[src/rtl/lb_arb_defs.sv]
// lb_arb_defs: shared state encodings and read-latency limits for the lb_arb family
package lb_arb_defs;
  typedef enum logic [1:0] {IDLE, ISSUE, WAIT, DONE} state_t;
  localparam int RD_LAT_MIN = 1;
  localparam int RD_LAT_MAX = 7;
endpackage

[src/rtl/lb_arb2_if.sv]
// lb_arb2_if: shared local-bus slave port
interface lb_arb2_if #(parameter int AW = 24, parameter int DW = 32);
  logic [AW-1:0] lb_addr;
  logic          lb_strobe;
  logic          lb_rd;
  logic [DW-1:0] lb_wdata;
  logic [DW-1:0] lb_rdata;
  modport master (output lb_addr, lb_strobe, lb_rd, lb_wdata, input lb_rdata);
  modport slave (input lb_addr, lb_strobe, lb_rd, lb_wdata, output lb_rdata);
endinterface

[src/rtl/rr_pick2.sv]
// rr_pick2: two-way round-robin pick; on a tie the side not granted last wins
module rr_pick2 (
  input  logic [1:0] req,
  input  logic       last,
  output logic       valid,
  output logic       winner
);
  always_comb begin
    valid  = |req;
    winner = &req ? ~last : req[1];
  end
endmodule

[src/rtl/lb_arb2.sv]
// lb_arb2: two-requester round-robin arbiter onto a single local-bus slave
module lb_arb2
  import lb_arb_defs::*;
#(
  parameter int AW     = 24,
  parameter int DW     = 32,
  parameter int RD_LAT = 2
) (
  input  logic          clk,
  input  logic          rst_n,
  input  logic          req0,
  input  logic          req1,
  input  logic          rd0,
  input  logic          rd1,
  input  logic [AW-1:0] addr0,
  input  logic [AW-1:0] addr1,
  input  logic [DW-1:0] wdata0,
  input  logic [DW-1:0] wdata1,
  output logic          done0,
  output logic          done1,
  output logic [DW-1:0] rdata0,
  output logic [DW-1:0] rdata1,
  lb_arb2_if.master     lb,
  output logic          busy,
  output logic          grant_id,
  output logic [15:0]   count0,
  output logic [15:0]   count1
);
  if (RD_LAT < RD_LAT_MIN || RD_LAT > RD_LAT_MAX) begin : g_lat_chk
    $error("lb_arb2: RD_LAT out of range");
  end
  localparam logic [2:0] LAT_M1 = 3'(RD_LAT - 1);
  state_t        state, nxt;
  logic          armed, last, pick_v, pick_w, take;
  logic [2:0]    cnt;
  logic [AW-1:0] addr_q;
  logic          rd_q;
  logic [DW-1:0] wdata_q;
  rr_pick2 u_pick (.req({req1, req0}), .last(last), .valid(pick_v), .winner(pick_w));
  always_comb begin
    take         = state == IDLE && armed && pick_v;
    nxt          = state == IDLE  ? (take ? ISSUE : IDLE) :
                   state == ISSUE ? (rd_q ? WAIT : DONE) :
                   state == WAIT  ? (cnt == 3'd0 ? DONE : WAIT) : IDLE;
    lb.lb_strobe = state == ISSUE;
    lb.lb_addr   = addr_q;
    lb.lb_rd     = rd_q;
    lb.lb_wdata  = wdata_q;
    done0        = state == DONE && !grant_id;
    done1        = state == DONE && grant_id;
    busy         = state != IDLE;
  end
  always_ff @(posedge clk or negedge rst_n)
    if (!rst_n) state <= IDLE;
    else state <= nxt;
  // the WAIT countdown runs LAT_M1..0, so read data is captured RD_LAT cycles after the strobe
  always_ff @(posedge clk or negedge rst_n)
    if (!rst_n) begin
      armed    <= 1'b0;
      last     <= 1'b1;
      grant_id <= 1'b0;
      cnt      <= 3'd0;
      addr_q   <= '0;
      rd_q     <= 1'b0;
      wdata_q  <= '0;
      rdata0   <= '0;
      rdata1   <= '0;
      count0   <= '0;
      count1   <= '0;
    end else begin
      armed <= 1'b1;
      if (take) begin
        grant_id <= pick_w;
        last     <= pick_w;
        addr_q   <= pick_w ? addr1 : addr0;
        rd_q     <= pick_w ? rd1 : rd0;
        wdata_q  <= pick_w ? wdata1 : wdata0;
      end
      if (state == ISSUE) cnt <= LAT_M1;
      else if (state == WAIT) cnt <= cnt - 3'd1;
      if (state == WAIT && cnt == 3'd0) begin
        if (grant_id) rdata1 <= lb.lb_rdata;
        else rdata0 <= lb.lb_rdata;
      end
      if (state == DONE) begin
        if (grant_id) count1 <= count1 + 16'd1;
        else count0 <= count0 + 16'd1;
      end
    end
endmodule
[src/flat_wrapper.sv]
// flat-port wrapper written by rule: the top's interface ports become plain ports
module lb_arb2_flat import lb_arb_defs::*;
#(
  parameter int AW     = 24,
  parameter int DW     = 32,
  parameter int RD_LAT = 2
)
  (clk, rst_n, req0, req1, rd0, rd1, addr0, addr1, wdata0, wdata1, done0, done1, rdata0, rdata1, busy, grant_id, count0, count1, lb_lb_addr, lb_lb_strobe, lb_lb_rd, lb_lb_wdata, lb_lb_rdata);
  lb_arb2_if #(.AW(AW), .DW(DW)) lb_i ();
  input  logic clk;
  input  logic rst_n;
  input  logic req0;
  input  logic req1;
  input  logic rd0;
  input  logic rd1;
  input  logic [AW-1:0] addr0;
  input  logic [AW-1:0] addr1;
  input  logic [DW-1:0] wdata0;
  input  logic [DW-1:0] wdata1;
  output logic done0;
  output logic done1;
  output logic [DW-1:0] rdata0;
  output logic [DW-1:0] rdata1;
  output logic busy;
  output logic grant_id;
  output logic [15:0] count0;
  output logic [15:0] count1;
  output wire logic [$bits(lb_i.lb_addr)-1:0] lb_lb_addr;
  output wire logic [$bits(lb_i.lb_strobe)-1:0] lb_lb_strobe;
  output wire logic [$bits(lb_i.lb_rd)-1:0] lb_lb_rd;
  output wire logic [$bits(lb_i.lb_wdata)-1:0] lb_lb_wdata;
  input wire logic [$bits(lb_i.lb_rdata)-1:0] lb_lb_rdata;
  assign lb_lb_addr = lb_i.lb_addr;
  assign lb_lb_strobe = lb_i.lb_strobe;
  assign lb_lb_rd = lb_i.lb_rd;
  assign lb_lb_wdata = lb_i.lb_wdata;
  assign lb_i.lb_rdata = lb_lb_rdata;
  lb_arb2 #(.AW(AW), .DW(DW), .RD_LAT(RD_LAT)) u_core (.clk(clk), .rst_n(rst_n), .req0(req0), .req1(req1), .rd0(rd0), .rd1(rd1), .addr0(addr0), .addr1(addr1), .wdata0(wdata0), .wdata1(wdata1), .done0(done0), .done1(done1), .rdata0(rdata0), .rdata1(rdata1), .lb(lb_i), .busy(busy), .grant_id(grant_id), .count0(count0), .count1(count1));
endmodule
[config.mk]
export PLATFORM = sky130hd
export DESIGN_NAME = lb_arb2_flat
export DESIGN_NICKNAME = d
export VERILOG_FILES = /design/src/rtl/lb_arb_defs.sv /design/src/rtl/lb_arb2_if.sv /design/src/rtl/rr_pick2.sv /design/src/rtl/lb_arb2.sv /design/src/flat_wrapper.sv
export SDC_FILE = /design/constraint.sdc
export NUM_CORES = 1
export LEC_CHECK = 0
export ABC_AREA = 1
export CORE_MARGIN = 5
export CORE_UTILIZATION = 42
export DETAILED_ROUTE_END_ITERATION = 6
export PLACE_DENSITY = 0.85
export REMOVE_ABC_BUFFERS = 1
export SYNTH_ARGS = -nofsm -noshare
export SYNTH_HDL_FRONTEND = slang
export SYNTH_SLANG_ARGS = --single-unit
[constraint.sdc]
create_clock -name clk -period 1.9 [get_ports clk]
set_input_delay 0.38 -clock clk [delete_from_list [all_inputs] [get_ports clk]]
set_output_delay 0.38 -clock clk [all_outputs]
set_load 0.01 [all_outputs]
==> reports/summary.txt <==
Status = complete, but fails checks
Failing checks = design-rule violations
Netlist cell types = 31
EDFF count, synth = 0
Vias per cell = 4.811
Buf/Inv on CP = 1
Combinational Power Share = 0.424
DRC errors left = 4
GRT overflow = 0
Num Clock Sinks = 161
# nets final = 1,257
Startpoint Class = flop
CP Class = reg -> out
Clk network pwr share = 0.209
Max-cap violations = 0
RSZ-0062 raised after global routing = true
Max H-tree Level = 4
Hold Worst Slack = 0.4125 ns
Max Slew Vio Count = 0
GR Util met1 = 0.2292
Ratio of cells with drive above 1 in the final layout = 0.06475
Pre-CTS WS = 0.09517 ns
Synth Area per Inst = 8.782 um2
Pwr/cell area = 1446 nW/um2
Worst path slowest cell = clkdlybuf4s50_1
Async S/R FF share, synth = 1.000
Crit share post-route = 0.9651
CTS max path bufs = 2
Crit-path leading delay family = buffers and inverters
Total track usage = 0.2083
Post-Syn Area = 6947 um2
Sequential-to-total area share from yosys stat = 0.5802
Post-Syn Instances = 791
Crit. End Element = output port
Die height = 138.6 um
Fin crit period = 1.834 ns
Port Buffers = 307
Initial Util = 0.4234
Antenna diode count = 0
WP data required = 1.52 ns
Detailed Route WL = 20.28 mm
Met2 Use GR = 0.3646
Worst path max stage delay = 0.57 ns
Core ar. = 16,410 um2
CTS tree = built
Sw Share = 0.3480
Detailed Route Iter0 Violations = 221
Critical Path AT = 1.45 ns
Layer with the highest usage = met2
Lkg Pwr = 0.004869 uW
Crit-path cells = clkdlybuf4s50_1
Chip width = 138.6 um
Pint = 10,280 uW
Cts bufs inserted = 17
Vias = 6,408
First-pass DRT Iterations = 7
Setup TNS = 0 ns
Filler cell count = 1,264
CTS root buffer = clkbuf_16
Tot Pwr = 15,770 uW
Synth warn = 0
IO Count = 308
Net switching power = 5489 uW
Peak VDD IR = 0.0007138 V
Clk slew on worst S/H paths = 0.07 ns
Final setup viols = 0
Peak Freq = 545.3 MHz
Vias in the first global route = 6,429
Main synth FF type = dfrtp_1
First-pass GRT wire length = 32.26 mm
DP Wirelength = 15.41 mm
Largest net degree at the start of global routing = 81
Synth-to-Final Area Change = 57.04%
Crit-path max FO = 5
Routed Antenna Nets = 0
#FFs+latches synth = 161
Placer Congestion = 0.8904
Area of the die = 19,210 um2
Sequential share of power = 0.367
Initial antenna violation count = 0
Reg2Reg Setup Slack = 0.19 ns
Met3 Usage GRT = 0.07966
Drt wl/cell = 15.22 um
Clock skew = 0.01079 ns
Site Rows = 47
Clock Latency Late Sink = 0.43 ns
Final Hold Vio Count = 0
HP Class = in -> async
Worst Slack Setup Final = 0.06627 ns
sequential cells by signal (all words and copies together), names as in the netlist, 2 cells and up:
| signal | cells |
|---|---|
| u_core.cnt | 3 |
| u_core.count0 | 16 |
| u_core.count1 | 16 |
| u_core.lb.lb_addr | 24 |
| u_core.lb.lb_wdata | 32 |
| u_core.rdata0 | 32 |
| u_core.rdata1 | 32 |
| u_core.state | 2 |
Yosys cell counts, types with 4 or more instances:
cell | n | area (um2)
nand2_1 | 241 | 904.6
dfrtp_1 | 160 | 4004
nor2_1 | 89 | 334.1
o21ai_0 | 71 | 355.3
inv_1 | 62 | 232.7
a31oi_1 | 57 | 356.6
buf_2 | 16 | 80.08
xnor2_1 | 15 | 131.4
nand3_1 | 12 | 60.06
clkbuf_1 | 11 | 41.29
ha_1 | 8 | 100.1
buf_4 | 7 | 52.55
xor2_1 | 7 | 61.31
nand4_1 | 5 | 31.28
nor2_2 | 5 | 31.28
nand2_2 | 4 | 25.02
layer usage:
metal	wire length [um]	part of all wire	vias up
met5	0	0	-
met4	658	0.032	0
met3	1810	0.089	53
met2	10250	0.51	247
met1	7554	0.37	2965
li1	-	-	3143
power by group through the flow:
| stage | clock network [uW] | logic, uW | registers, uW |
|---|---|---|---|
| after floorplan | 0 | 1970 | 6390 |
| after global placement | 0 | 6560 | 5760 |
| after detailed placement | 0 | 6730 | 5810 |
| after CTS | 3350 | 6770 | 5790 |
| after global routing | 3520 | 7280 | 5990 |
| final | 3300 | 6690 | 5780 |
cells in the final DEF, fill, tap and decap left out, types with 6 or more instances in the layout:
| cell type | instances |
|---|---|
| a31oi_1 | 57 |
| buf_12 | 6 |
| buf_4 | 11 |
| clkbuf_16 | 17 |
| clkdlybuf4s50_1 | 302 |
| dfrtp_1 | 159 |
| ha_1 | 6 |
| inv_1 | 62 |
| nand2_1 | 240 |
| nand3_1 | 12 |
| nor2_1 | 89 |
| o21ai_0 | 71 |
| xnor2_1 | 15 |
| xor2_1 | 7 |
cell type report:
cell class	count	area (um2)	share of cell area
inverters	66	249.0	0.02282
clock inverters	14	138.9	0.01273
repair buffers	325	3282	0.3008
clock buffers	18	429.2	0.03934
well taps	220	275.3	0.02523
multi-input cells	528	2504	0.2295
flip-flops and latches	161	4031	0.3695
worst paths after layout:
check	from	end	depth (start not counted)
max	u_core.grant_id	grant_id	1
min	rst_n	u_core.count0[13]	2
max reg2reg	u_core.state[0]	u_core.lb.lb_wdata[14]	7
min reg2reg	u_core.last	u_core.last	2
max in group asynchronous	rst_n	u_core.rdata0[7]	3
min in group clk	u_core.last	u_core.last	2
through the flow:
stage | instances | util | cell area, um2
4_1_cts | 1331 | 0.6645 | 10900
5_1_grt | 1332 | 0.6649 | 10910
3_5_place_dp | 1298 | 0.6285 | 10310
2_1_floorplan | 755 | - | 6765
3_3_place_gp | 1298 | 0.6285 | 10310
6_report | 1332 | 0.6649 | 10910
logic make-up (layout without fill, tap and decap cells):
family          Yosys count  after routing  synth area share
compound gates          133            133            0.1068
other cells               1              1         0.0005398
simple gates            364            364            0.2084
xor+xnor                 22             22           0.02774
flops                   161            161            0.5802
buf+inv                 102            423           0.06196
fa+ha+maj                 8              8           0.01441
what timing repair did:
action | CTS | global route
gates resized for setup | 10 | 3
buffers inserted | 0 | 1
endpoints found under the hold margin | 27 | 0
hold buffers | 1 | 0
endpoints found under the setup margin | 5 | 6
pin swaps | 1 | 0
Note: power is estimated with default switching activity, not from simulation.
